### src/rtl/dma_write_engine.sv
// Avalon-MM burst write engine: queues write commands, drains the DMA data FIFO
// into bursts of up to MAX_BURST beats and posts one status word per command.
module dma_write_engine #(
    parameter int unsigned DATA_W    = 256,
    parameter int unsigned ADDR_W    = 32,
    parameter int unsigned MAX_BURST = 16,
    parameter int unsigned CMD_DEPTH = 32
) (
    input  logic                       clk,
    input  logic                       reset_n,
    input  logic                       cmd_wr_req_i,
    input  logic [15:0]                cmd_bytes_i,
    input  logic [ADDR_W-1:0]          cmd_addr_i,
    input  logic [7:0]                 cmd_desc_id_i,
    input  logic                       cmd_owned_by_hw_i,
    output logic                       cmd_fifo_full_o,
    input  logic [DATA_W-1:0]          data_i,
    input  logic                       data_fifo_empty_i,
    output logic                       data_fifo_rd_req_o,
    output logic [ADDR_W-1:0]          wr_master_addr_o,
    output logic                       wr_master_write_o,
    output logic [$clog2(MAX_BURST):0] wr_master_burstcount_o,
    output logic [DATA_W-1:0]          wr_master_data_o,
    output logic [DATA_W/8-1:0]        wr_master_byteenable_o,
    input  logic                       wr_master_wait_req_i,
    output logic                       status_wr_req_o,
    output logic [24:0]                status_data_o,
    input  logic                       status_almost_full_i
);

    localparam int unsigned BYTES = DATA_W / 8;
    localparam int unsigned BL    = $clog2(BYTES);
    localparam int unsigned BW    = 17 - BL;
    localparam int unsigned BCW   = $clog2(MAX_BURST) + 1;
    localparam int unsigned PW    = $clog2(CMD_DEPTH);
    localparam int unsigned CW    = 16 + ADDR_W + 9;
    localparam logic [BYTES-1:0] ONES = '1;

    typedef enum logic [2:0] {S_IDLE, S_LOAD, S_SETUP, S_BURST, S_STATUS} state_t;

    logic [1:0] rst_sync_q;
    logic       rst_n;

    always_ff @(posedge clk or negedge reset_n) begin
        if (!reset_n) rst_sync_q <= '0;
        else          rst_sync_q <= {rst_sync_q[0], 1'b1};
    end
    assign rst_n = rst_sync_q[1];

    logic [CW-1:0] cmd_mem [CMD_DEPTH];
    logic [PW-1:0] wptr_q, rptr_q;
    logic [PW:0]   cnt_q;
    logic          push, pop;
    logic [CW-1:0] head;
    logic [15:0]   head_bytes;
    logic [ADDR_W-1:0] head_addr;
    logic [7:0]    head_id;
    logic          head_hw;
    logic [16:0]   ceil_sum;
    logic [BW-1:0] head_beats;

    state_t            state_q, state_d;
    logic [15:0]       bytes_q, bytes_d;
    logic [7:0]        id_q, id_d;
    logic              hw_q, hw_d;
    logic [ADDR_W-1:0] addr_q, addr_d;
    logic [BW-1:0]     beats_left_q, beats_left_d;
    logic [BW-1:0]     out_left_q, out_left_d;
    logic [BCW-1:0]    burst_len_q, burst_len_d;
    logic [BCW-1:0]    req_cnt_q, req_cnt_d;
    logic [BCW-1:0]    acc_cnt_q, acc_cnt_d;
    logic              inflight_q, inflight_d;
    logic [DATA_W-1:0] buf0_q, buf0_d, buf1_q, buf1_d;
    logic [1:0]        buf_cnt_q, buf_cnt_d;
    logic              write_q, write_d;
    logic [DATA_W-1:0] wdata_q, wdata_d;
    logic [BYTES-1:0]  be_q, be_d;
    logic [ADDR_W-1:0] maddr_q, maddr_d;
    logic [BCW-1:0]    mbc_q, mbc_d;

    logic              rd_req, out_free, accept, load_beat;
    logic [DATA_W-1:0] load_src;
    logic [BCW-1:0]    burst_min;
    logic [BL:0]       be_shift;
    logic [BYTES-1:0]  last_be;

    assign push       = cmd_wr_req_i & ~cmd_fifo_full_o;
    assign pop        = (state_q == S_LOAD);
    assign head       = cmd_mem[rptr_q];
    assign head_bytes = head[15:0];
    assign head_addr  = head[16 +: ADDR_W];
    assign head_id    = head[16 + ADDR_W +: 8];
    assign head_hw    = head[CW-1];
    // 17-bit sum keeps ceil() exact for 65535 bytes
    assign ceil_sum   = {1'b0, head_bytes} + 17'(BYTES - 1);
    assign head_beats = ceil_sum[16:BL];

    always_ff @(posedge clk) begin
        if (push) cmd_mem[wptr_q] <= {cmd_owned_by_hw_i, cmd_desc_id_i, cmd_addr_i, cmd_bytes_i};
    end

    assign be_shift = (BL + 1)'(BYTES) - {1'b0, bytes_q[BL-1:0]};
    assign last_be  = ONES >> be_shift;

    always_comb begin
        if (32'(beats_left_q) > 32'(MAX_BURST)) burst_min = BCW'(MAX_BURST);
        else                                    burst_min = BCW'(beats_left_q);
    end

    always_comb begin
        state_d      = state_q;
        bytes_d      = bytes_q;
        id_d         = id_q;
        hw_d         = hw_q;
        addr_d       = addr_q;
        beats_left_d = beats_left_q;
        out_left_d   = out_left_q;
        burst_len_d  = burst_len_q;
        req_cnt_d    = req_cnt_q;
        acc_cnt_d    = acc_cnt_q;
        buf0_d       = buf0_q;
        buf1_d       = buf1_q;
        buf_cnt_d    = buf_cnt_q;
        write_d      = write_q;
        wdata_d      = wdata_q;
        be_d         = be_q;
        maddr_d      = maddr_q;
        mbc_d        = mbc_q;
        load_beat    = 1'b0;
        load_src     = data_i;
        status_wr_req_o = 1'b0;

        rd_req = (state_q == S_BURST) & ~data_fifo_empty_i
               & ((buf_cnt_q + {1'b0, inflight_q}) < 2'd2)
               & (req_cnt_q < burst_len_q);
        inflight_d = rd_req;
        if (rd_req) req_cnt_d = req_cnt_q + BCW'(1);

        // Output register refills from the buffer head first, else straight from the FIFO
        out_free = ~write_q | ~wr_master_wait_req_i;
        accept   = write_q & ~wr_master_wait_req_i;
        if (out_free) begin
            if (buf_cnt_q != 2'd0) begin
                load_beat = 1'b1;
                load_src  = buf0_q;
                buf0_d    = buf1_q;
                if (inflight_q) begin
                    if (buf_cnt_q == 2'd1) buf0_d = data_i;
                    else                   buf1_d = data_i;
                end else begin
                    buf_cnt_d = buf_cnt_q - 2'd1;
                end
            end else if (inflight_q) begin
                load_beat = 1'b1;
            end
        end else if (inflight_q) begin
            if (buf_cnt_q == 2'd0) buf0_d = data_i;
            else                   buf1_d = data_i;
            buf_cnt_d = buf_cnt_q + 2'd1;
        end

        if (load_beat) begin
            write_d    = 1'b1;
            wdata_d    = load_src;
            be_d       = (out_left_q == BW'(1) && bytes_q[BL-1:0] != '0) ? last_be : '1;
            out_left_d = out_left_q - BW'(1);
        end else if (out_free) begin
            write_d = 1'b0;
        end

        case (state_q)
            S_IDLE: if (cnt_q != '0) state_d = S_LOAD;
            S_LOAD: begin
                bytes_d      = head_bytes;
                id_d         = head_id;
                hw_d         = head_hw;
                addr_d       = head_addr;
                beats_left_d = head_beats;
                out_left_d   = head_beats;
                state_d      = (head_beats == '0) ? S_STATUS : S_SETUP;
            end
            S_SETUP: begin
                burst_len_d = burst_min;
                mbc_d       = burst_min;
                maddr_d     = addr_q;
                req_cnt_d   = '0;
                acc_cnt_d   = '0;
                state_d     = S_BURST;
            end
            S_BURST: if (accept) begin
                acc_cnt_d = acc_cnt_q + BCW'(1);
                if (acc_cnt_q == burst_len_q - BCW'(1)) begin
                    addr_d       = addr_q + (ADDR_W'(burst_len_q) << BL);
                    beats_left_d = beats_left_q - BW'(burst_len_q);
                    state_d      = (beats_left_q == BW'(burst_len_q)) ? S_STATUS : S_SETUP;
                end
            end
            S_STATUS: if (!status_almost_full_i) begin
                status_wr_req_o = 1'b1;
                state_d         = S_IDLE;
            end
            default: state_d = S_IDLE;
        endcase
    end

    always_ff @(posedge clk or negedge rst_n) begin
        if (!rst_n) begin
            state_q      <= S_IDLE;
            wptr_q       <= '0;
            rptr_q       <= '0;
            cnt_q        <= '0;
            bytes_q      <= '0;
            id_q         <= '0;
            hw_q         <= 1'b0;
            addr_q       <= '0;
            beats_left_q <= '0;
            out_left_q   <= '0;
            burst_len_q  <= '0;
            req_cnt_q    <= '0;
            acc_cnt_q    <= '0;
            inflight_q   <= 1'b0;
            buf0_q       <= '0;
            buf1_q       <= '0;
            buf_cnt_q    <= '0;
            write_q      <= 1'b0;
            wdata_q      <= '0;
            be_q         <= '1;
            maddr_q      <= '0;
            mbc_q        <= '0;
        end else begin
            state_q      <= state_d;
            wptr_q       <= wptr_q + PW'(push);
            rptr_q       <= rptr_q + PW'(pop);
            cnt_q        <= cnt_q + (PW + 1)'(push) - (PW + 1)'(pop);
            bytes_q      <= bytes_d;
            id_q         <= id_d;
            hw_q         <= hw_d;
            addr_q       <= addr_d;
            beats_left_q <= beats_left_d;
            out_left_q   <= out_left_d;
            burst_len_q  <= burst_len_d;
            req_cnt_q    <= req_cnt_d;
            acc_cnt_q    <= acc_cnt_d;
            inflight_q   <= inflight_d;
            buf0_q       <= buf0_d;
            buf1_q       <= buf1_d;
            buf_cnt_q    <= buf_cnt_d;
            write_q      <= write_d;
            wdata_q      <= wdata_d;
            be_q         <= be_d;
            maddr_q      <= maddr_d;
            mbc_q        <= mbc_d;
        end
    end

    assign cmd_fifo_full_o        = (cnt_q == (PW + 1)'(CMD_DEPTH));
    assign data_fifo_rd_req_o     = rd_req;
    assign wr_master_addr_o       = maddr_q;
    assign wr_master_write_o      = write_q;
    assign wr_master_burstcount_o = mbc_q;
    assign wr_master_data_o       = wdata_q;
    assign wr_master_byteenable_o = be_q;
    assign status_data_o          = {hw_q, id_q, bytes_q};

endmodule
### config.mk
export PLATFORM = sky130hd
export DESIGN_NAME = dma_write_engine
export DESIGN_NICKNAME = d
export VERILOG_FILES = /design/src/rtl/dma_write_engine.sv
export SDC_FILE = /design/constraint.sdc
export NUM_CORES = 2
export LEC_CHECK = 0
export CORE_MARGIN = 4
export CORE_UTILIZATION = 60
export DETAILED_ROUTE_END_ITERATION = 8
export GPL_ROUTABILITY_DRIVEN = 0
export PLACE_DENSITY = 0.8
export SKIP_CTS_REPAIR_TIMING = 1
export SYNTH_ARGS = -nofsm -noshare
export SYNTH_HDL_FRONTEND = slang
export SYNTH_SLANG_ARGS = --single-unit
### constraint.sdc
create_clock -name clk -period 55.4 [get_ports clk]
set_clock_uncertainty 0.15 [all_clocks]
set_input_delay 11.08 -clock clk [delete_from_list [all_inputs] [get_ports clk]]
set_output_delay 11.08 -clock clk [all_outputs]
set_load 0.005 [all_outputs]
; ---- Yosys cells after proc, flatten, opt, wreduce, memory -nomap -nowiden
; Memories as Yosys holds them, arrays and structs flattened.
; Cells that the tools add are included.
[totals]
reg_bits = 953
mem_bits_rw = 1824
inputBits = 319
out_inout_bits = 354
word_cells = 138
memories = 1
[mem_list]
columns = name, words, width, rd, rd_clocked_by_memory_dff, write_ports, line
row1 = cmd_mem, 32, 57, 1, 0, 1, 50  ; logic [CW-1:0] cmd_mem [CMD_DEPTH];
[classes]
addsub = 15
magnitude_cmp = 3
n_eq_ne = 18
n_shift = 1
n_mux = 48
bitwise = 10
reduce_logical = 20
[op_table]
columns = operator, count
row1 = $mux W256, 14
row2 = $mux W32, 3
row3 = $pmux W32 S2, 1
row4 = $mux W12, 4
row5 = $add A32 B10 Y32, 1
row6 = $shr A32 B6 Y32 const A, 1
row7 = $pmux W12 S2, 1
row8 = $mux W5, 4
row9 = $mux W3, 6
row10 = $add A16 B5 Y17 const B, 1
row11 = $reduce_bool A2 Y1, 8
row12 = $pmux W3 S5, 1
row13 = $ne A2 B2 Y1 const B, 7
row14 = $eq A12 B1 Y1 const B, 1
row15 = $eq A12 B5 Y1, 1
row16 = $gt A12 B5 Y1 const B, 1
row17 = $logic_not A12 Y1, 1
row18 = $sub A12 B1 Y12 const B, 1
row19 = $sub A12 B5 Y12, 1
row20 = $add A5 B1 Y5, 2
row21 = $add A5 B1 Y5 const B, 2
row22 = $pmux W5 S2, 1
row23 = $mux W1, 9
row24 = $reduce_and A3 Y1, 3
row25 = 28 further kinds, 40

; ---- Longest topological paths before layout
[logic_depth]
depth_word = 6
depth_mapped = 16
mapped_depth_nobuf = 15

; ---- Least setup slack after synthesis
; No wires, ideal clock.
[synth_path]
kind = input -> output
start = input port data_fifo_empty_i
end = output port data_fifo_rd_req_o
arrival_time_ns = 12.028
t_required_ns = 44.170
setup_slack_ns = 32.142
stages = 1
n_path_buf = 0
cell_sequence = a2111oi_1
[synth_via]
elab_chain_cells = 4
[synth_lines]
columns = element, line
row1 = start: declaration, 18  ; input logic data_fifo_empty_i,
row2 = $not A1 Y1, 133  ; rd_req = (state_q == S_BURST) & ~data_fifo_empty_i
row3 = $and A1 B1 Y1, 133
row4 = $and A1 B1 Y1, 134  ; & ((buf_cnt_q + {1'b0, inflight_q}) < 2'd2)
row5 = $and A1 B1 Y1, 135  ; & (req_cnt_q < burst_len_q);
row6 = end: declaration, 19  ; output logic data_fifo_rd_req_o,
; No other way between the ends.

; ---- Final worst setup path
; Ends and elaborated chain as after synthesis.

==> metrics.cfg <==
[run]
max-cap-violations = 0

[critical_path]
setup.worst_path.end_class = output port
r2r.worst_path.cells = 10
crit_path_max_fanout = 7
worst-endpoint-required_ns = 44.17
worst_setup_path_start_kind = input pin
criticalPathCategory = input pin to output port
data_arrival_critical_path_ns = 12.58

[grt]
grt_max_degree = 215
initial_antenna_violation_count = 70
number_of_global_route_vias_before_repair = 68382
grt_pass1_wl_um = 468000
globalRoute.totalOverflow = 0
gr-usage-all-layers_pct = 33.6

[yosys]
yosysTopAreaCell = sky130_fd_sc_hd__edfxtp_1
synthFlopType = sky130_fd_sc_hd__edfxtp_1
synth.ff_latch_count = 2777
synth_async_sr_flop_share_pct = 34.3
synthesis.area_per_instance_um2 = 15.9
synthCells = 6908
synth_edf_count = 1824
synth_top_cells_by_area = sky130_fd_sc_hd__edfxtp_1, sky130_fd_sc_hd__dfrtp_1, sky130_fd_sc_hd__mux4_2
netlist_area_um2 = 110000
syn_nets = 7270
yosys-top-cells-count = sky130_fd_sc_hd__edfxtp_1, sky130_fd_sc_hd__nand2_1, sky130_fd_sc_hd__dfrtp_1, sky130_fd_sc_hd__mux4_2, sky130_fd_sc_hd__nor2_1
yosysWarnings = 0
synth_largest_type_area_fraction_pct = 49.7
netlist-cell-type-count = 81
ys_seq_area_share_pct = 71.4
synthMostInstantiatedCell = sky130_fd_sc_hd__edfxtp_1

[pwr]
seq_power_share_pct = 46.9
ir_worst_vdd_uv = 37.9
p_comb_share_pct = 21.7
power_density_over_the_cells_nw_per_um2 = 47.3
power.leakage_nw = 44.8
clockPowerShare_pct = 31.4
net-switching-power_mw = 1.75
internal_power_mw = 4.32
switch_share_pct = 28.9
total_power_after_layout_mw = 6.07

[sta]
slew_headroom_pct = 5.88
fin_crit_sh_pct = 43.0
hold_viol = 0
grt_setup_unrepaired = no
timing_max_transition_violations_final = 0
finalCriticalPeriod_ns = 23.81
tns_ns = 0
worst_slew_pin_slew_ns = 1.41
report.final.setup_viol = 0
postLayoutSetupSlackWorst_ns = 31.59
max_freq_mhz = 42.0

[worst_hold_path]
hold_path_class = flop to flop
hold-path-cell-count = 0

[route]
routed-wl-met2_um = 155000
first_pass_iters = 6
top_layer = met5
wl_met1_um = 105000
drc_errors = 0
drt-wirelength-per-cell_um = 31.8
antenna_violating_nets_post_route = 0
via_count = 68162
met3_length_um = 36900
vias_per_cell = 6.72
drt-initial-drc-count = 9043
wl_um = 322000

[finish]
drive_gt1_share_pct = 17.8
nNetsFinal = 7888
fillCellCount = 10802
area.growth.synth_to_final_pct = 16.6
post-route-util_pct = 70.7

[clocking]
cts_inserted_buffers = 286
worstSkewPairLatency_ns = 0.96
cts_max_level = 5
cts.sinks = 2777
cts.root.buffer_cell = sky130_fd_sc_hd__clkbuf_16
worst_setup_hold_path_clk_slew_ns = 0.06
clock_tree_buf_depth = 4
clock_tree_from_tritoncts = yes

[floorplan]
die_y_um = 436
die_width_um = 436
floorplan.core_area_um2 = 182000
floorplan.initialDensity_pct = 60.7
fp.dieArea_um2 = 190000
boundaryPins = 673
fp-row-count = 156

[placed_design]
post-place-ws_ns = 31.58
io_buffers = 672
dp_hpwl_um = 175000

[run_status]
status = completed

## per-layer routing
layer	track usage (%)	up-vias
met5	0	-
met4	21.9	38
met3	8.89	1241
met2	53.4	4824
met1	41.2	34361
li1	-	27698
## per-stage QoR
step | cells | instance area [um^2] | hold WS [ns]
after floorplan | 6908 | 110000 | 0.181
after global placement | 9608 | 119000 | 0.187
after detailed placement | 9608 | 119000 | 0.187
after CTS | 10097 | 128000 | 0.200
after global routing | 10130 | 128000 | 0.204
final | 10143 | 128000 | 0.197
## sequential cells by signal, indices dropped and copies added, names as in the netlist, 6 cells and up
name,cells
addr_q,32
beats_left_q,12
buf0_q,256
buf1_q,256
bytes_q,16
cmd_mem,1824
cnt_q,6
id_q,8
out_left_q,12
wr_master_addr_o,32
wr_master_byteenable_o,32
wr_master_data_o,256
## power groups by stage
stage	clock network, mW	logic [mW]	registers, mW
after floorplan	0	0.719	2.85
after global placement	0	1.25	2.85
after detailed placement	0	1.29	2.88
after CTS	1.92	1.31	2.84
after global routing	2.01	1.41	2.89
final	1.90	1.32	2.85
## final timing paths
kind | from | slack [ns] | end
hold / removal | rst_sync_q[0] | 0.20 | rst_sync_q[1]
max in group asynchronous | reset_n | 44.77 | rst_sync_q[1]
hold reg to reg | rst_sync_q[0] | 0.20 | rst_sync_q[1]
min in group asynchronous | rst_sync_q[1] | 0.27 | id_q[1]
setup / recovery | data_fifo_empty_i | 31.59 | data_fifo_rd_req_o
setup reg to reg | rptr_q[1] | 49.41 | state_q[1]
## cell usage in the layout, fill, tap and decap left out, types with 10 or more instances in the layout
cell | synthesis | routed
sky130_fd_sc_hd__edfxtp_1 | 1824 | 1824
sky130_fd_sc_hd__nand2_1 | 1016 | 1015
sky130_fd_sc_hd__dfrtp_1 | 921 | 915
sky130_fd_sc_hd__clkdlybuf4s50_1 | 0 | 672
sky130_fd_sc_hd__mux4_2 | 506 | 506
sky130_fd_sc_hd__nor2_1 | 390 | 357
sky130_fd_sc_hd__o21ai_0 | 353 | 353
sky130_fd_sc_hd__clkbuf_16 | 0 | 294
sky130_fd_sc_hd__o22ai_1 | 271 | 271
sky130_fd_sc_hd__a31oi_1 | 266 | 266
sky130_fd_sc_hd__mux2_2 | 264 | 264
sky130_fd_sc_hd__buf_4 | 12 | 108
sky130_fd_sc_hd__mux2i_1 | 85 | 85
sky130_fd_sc_hd__a21oi_1 | 80 | 76
sky130_fd_sc_hd__clkbuf_1 | 316 | 66
sky130_fd_sc_hd__diode_2 | 0 | 46
sky130_fd_sc_hd__inv_1 | 44 | 42
sky130_fd_sc_hd__ha_1 | 40 | 39
sky130_fd_sc_hd__nand3_1 | 37 | 37
sky130_fd_sc_hd__nor2_4 | 0 | 33
sky130_fd_sc_hd__clkinv_1 | 0 | 33
sky130_fd_sc_hd__clkinv_2 | 0 | 32
sky130_fd_sc_hd__dfstp_2 | 32 | 32
sky130_fd_sc_hd__xnor2_1 | 30 | 30
sky130_fd_sc_hd__clkbuf_8 | 1 | 27
sky130_fd_sc_hd__bufinv_16 | 0 | 24
sky130_fd_sc_hd__nor3_1 | 22 | 21
sky130_fd_sc_hd__xor2_1 | 18 | 18
sky130_fd_sc_hd__a22oi_1 | 18 | 18
sky130_fd_sc_hd__and3_1 | 16 | 16
sky130_fd_sc_hd__nand4_1 | 15 | 15
sky130_fd_sc_hd__a21o_1 | 15 | 14
sky130_fd_sc_hd__o22a_1 | 13 | 13
sky130_fd_sc_hd__nor4_1 | 13 | 13
sky130_fd_sc_hd__nor2b_1 | 11 | 10
sky130_fd_sc_hd__a22o_1 | 10 | 10
## cells by family (layout without fill, tap and decap cells)
group	Yosys count	after routing	synth area share [%]
flops	2777	2777	71.4
xor+xnor	48	48	0.382
mux	860	860	13.9
buf+inv	503	1322	1.96
other cells	1	47	0.00341
compound gates	1103	1103	6.04
simple gates	1573	1573	5.73
fa+ha+maj	43	43	0.509
## final cells by class
class                           instances  area [um^2]  share of cell area [%]
Sequential cell                      2777        78700                    61.3
Multi-Input combinational cell       3628        29600                    23.1
Clock buffer                          387         7980                    6.21
Timing Repair Buffer                  789         7720                    6.01
Tap cell                             2370         2970                    2.31
Clock inverter                        102         1120                   0.870
Inverter                               44          173                   0.135
Antenna cell                           46          115                  0.0897
## critical path, stage by stage
cell                              delay [ns]
sky130_fd_sc_hd__clkdlybuf4s50_1        0.44
sky130_fd_sc_hd__a2111oi_2              0.29
sky130_fd_sc_hd__buf_4                  0.25
sky130_fd_sc_hd__clkdlybuf4s50_1        0.52
(Power assumes the default switching activity.)
==> variant (config.mk and constraints unchanged) <==
The parameter `CMD_DEPTH` goes from 32 to 64.
--- a/src/rtl/dma_write_engine.sv
+++ b/src/rtl/dma_write_engine.sv
@@ -6,3 +6,3 @@
     parameter int unsigned MAX_BURST = 16,
-    parameter int unsigned CMD_DEPTH = 32
+    parameter int unsigned CMD_DEPTH = 64
 ) (
Check against the original RTL: not settled (the Yosys comparison gave no result); the edit may change what the design does.
==> variant against the unedited design <==
Sequential cell count rose by 1827. Sequential share of layout area grew 3.8 points. Utilization is 1.8 points lower. Critical endpoint unchanged. Highest routed layer unchanged. Routed wire length up 76%. Cell area is 60% higher. Setup slack lost 0.23 ns. Total power up 50%. Global-route usage is 3.1 points higher. Critical path type unchanged. Synthesized area up 63%. Combinational power increased by 24%.
==> variant: results (changes against the unedited design) <==
* Layout Nets: 10.7k (was 7888)
* Post-DR wirelength/cell: 38.5 microns (was 31.8 microns)
- The maximum frequency from static timing analysis came to 41.6 MHz (was 42.0 MHz).
- GRT Util Overall: 0.367 (was 0.336)
- The worst max-slew margin expressed relative to the limit came to 0.0843 (was 0.0588).
- The data arrival at the endpoint of the critical path is 12.81 ns (was 12.58 ns).
- Register with the most flip-flops: cmd_mem (unchanged)
- Number of DRC markers in iteration 0: 19.9k (was 9043)
- Fraction of registers with async set/reset: 0.208 (was 0.343)
- The initial antenna violation count was 69 (was 70).
* Hold Path Sink: rst_sync_q[1]$_DFF_PN0_ (unchanged)
- Fraction of the yosys area taken by sequential cells: 0.742 (was 0.714)
* Pin count of the biggest net entering global routing: 227 (was 215)
- The number of optimization iterations in the first detailed-route pass was 7 (was 6).
* Ranking of synthesized cells by area: sky130_fd_sc_hd__edfxtp_1 61%, sky130_fd_sc_hd__mux4_2 13%, sky130_fd_sc_hd__dfrtp_1 13% (was sky130_fd_sc_hd__edfxtp_1 50%, sky130_fd_sc_hd__dfrtp_1 21%, sky130_fd_sc_hd__mux4_2 10%)
- Endpoint of the worst-slack reg-to-reg timing path: addr_q[22]$_DFFE_PN0P_ (was state_q[1]$_DFFE_PN0P_)
- Number of vias in the routed layout: 105k (was 68.2k)
* Worst setup slack before clock tree synthesis: 31.40 ns (was 31.58 ns)
- Worst min-delay path class: reg2reg (unchanged)
* Most frequent cells after synthesis: 3648 x sky130_fd_sc_hd__edfxtp_1, 1076 x sky130_fd_sc_hd__mux4_2, 1036 x sky130_fd_sc_hd__nand2_1 (was 1824 x sky130_fd_sc_hd__edfxtp_1, 1016 x sky130_fd_sc_hd__nand2_1, 921 x sky130_fd_sc_hd__dfrtp_1)
- The beginning of the worst register-to-register path is rptr_q[0]$_DFF_PN0_ (was rptr_q[1]$_DFF_PN0_).
* Clock latency reported for the late side of the worst-skew pair: 1.03 ns (was 0.96 ns)
- The flip-flop count of the largest register after layout is 3648 (was 1824).
- Run status: completed (unchanged)
* Area growth syn-to-layout: 14.1% (was 16.6%)
- The setup slack of the worst register-to-register path is 47.60 ns (was 49.41 ns).
* Fraction of final layout cells sized beyond drive strength 1: 0.224 (was 0.178)
- The CTS buffer count is 433 (was 286).
- The HPWL after detailed placement is 294000 microns (was 175000 microns).
- Number of different library cells in the post-synthesis netlist: 77 (was 81)
* Syn_nets: 9988 (was 7270)
* Pleak: 69.3 nW (was 44.8 nW)
- Wire length of the first global-routing pass: 798000 microns (was 468000 microns)
* Via count of the first global-routing pass: 106k (was 68.4k)
- The number of enable flip-flop cells after synthesis was 3648 (was 1824).
## variant: changes by cell type after synthesis, sizes merged, moves of 21 or more
cell / change
buf: +95
mux4: +566
clkbuf: +51
nor2: +32
edfxtp: +1824
o21ai: +21
mux2i: +34
## variant: per-layer routing
metal  wire (microns)  vias to the layer above  track usage
met4            48900                       50        0.251
met5              311                        -            0
met3            79100                     2311        0.111
li1                 -                    39900            -
met1           174000                    53300        0.454
met2           264000                     9370        0.563
## variant: where the power goes
part | total (mW) | switching, mW | internal [mW]
Clock | 3.03 | 1.33 | 1.69
Sequential | 4.45 | 0.274 | 4.18
Combinational | 1.64 | 0.950 | 0.688
## variant: through the flow
stage	area [sq um]	hold WS, ns	instances
finish	205000	0.204	14700
CTS	205000	0.211	14700
global placement	191000	0.189	13900
detailed placement	191000	0.191	13900
global route	205000	0.208	14700
floorplan	180000	0.181	9626
## variant: worst max-delay path, cell delays in order
cell and delay [ns]:
sky130_fd_sc_hd__clkdlybuf4s50_1 0.42, sky130_fd_sc_hd__nor3_1 0.21, sky130_fd_sc_hd__and3_1 0.49, sky130_fd_sc_hd__clkdlybuf4s50_1 0.62
## variant: area by class of cell
cell class / instances / area (sq um)
diodes: 47 / 118
clock buffers: 563 / 11800
clock inverters: 240 / 2520
fillers: 17200 / 92400
inverters: 50 / 198
multi-input cells: 4367 / 43800
flip-flops and latches: 4604 / 134000
well taps: 3939 / 4930
repair buffers: 893 / 8320
## variant: how the worst max path moves through the flow
stage,to,depth (start not counted)
6_report,data_fifo_rd_req_o,4
3_5_place_dp,data_fifo_rd_req_o,4
3_3_place_gp,data_fifo_rd_req_o,4
2_1_floorplan,acc_cnt_q[0]$_DFFE_PN0P_,0
4_1_cts,data_fifo_rd_req_o,4
5_1_grt,data_fifo_rd_req_o,4
## variant: cells by family after synthesis
logic type | after synthesis | share of synthesized area
other | 1 | 0.0000208
adders and majority gates | 43 | 0.00312
and+or+nand+nor | 1629 | 0.0363
xor gates and xnor gates | 51 | 0.00248
buffers and inverters | 655 | 0.0176
AOI/OAI and AO/OA | 1180 | 0.0400
DFF | 4604 | 0.742
muxes | 1463 | 0.158
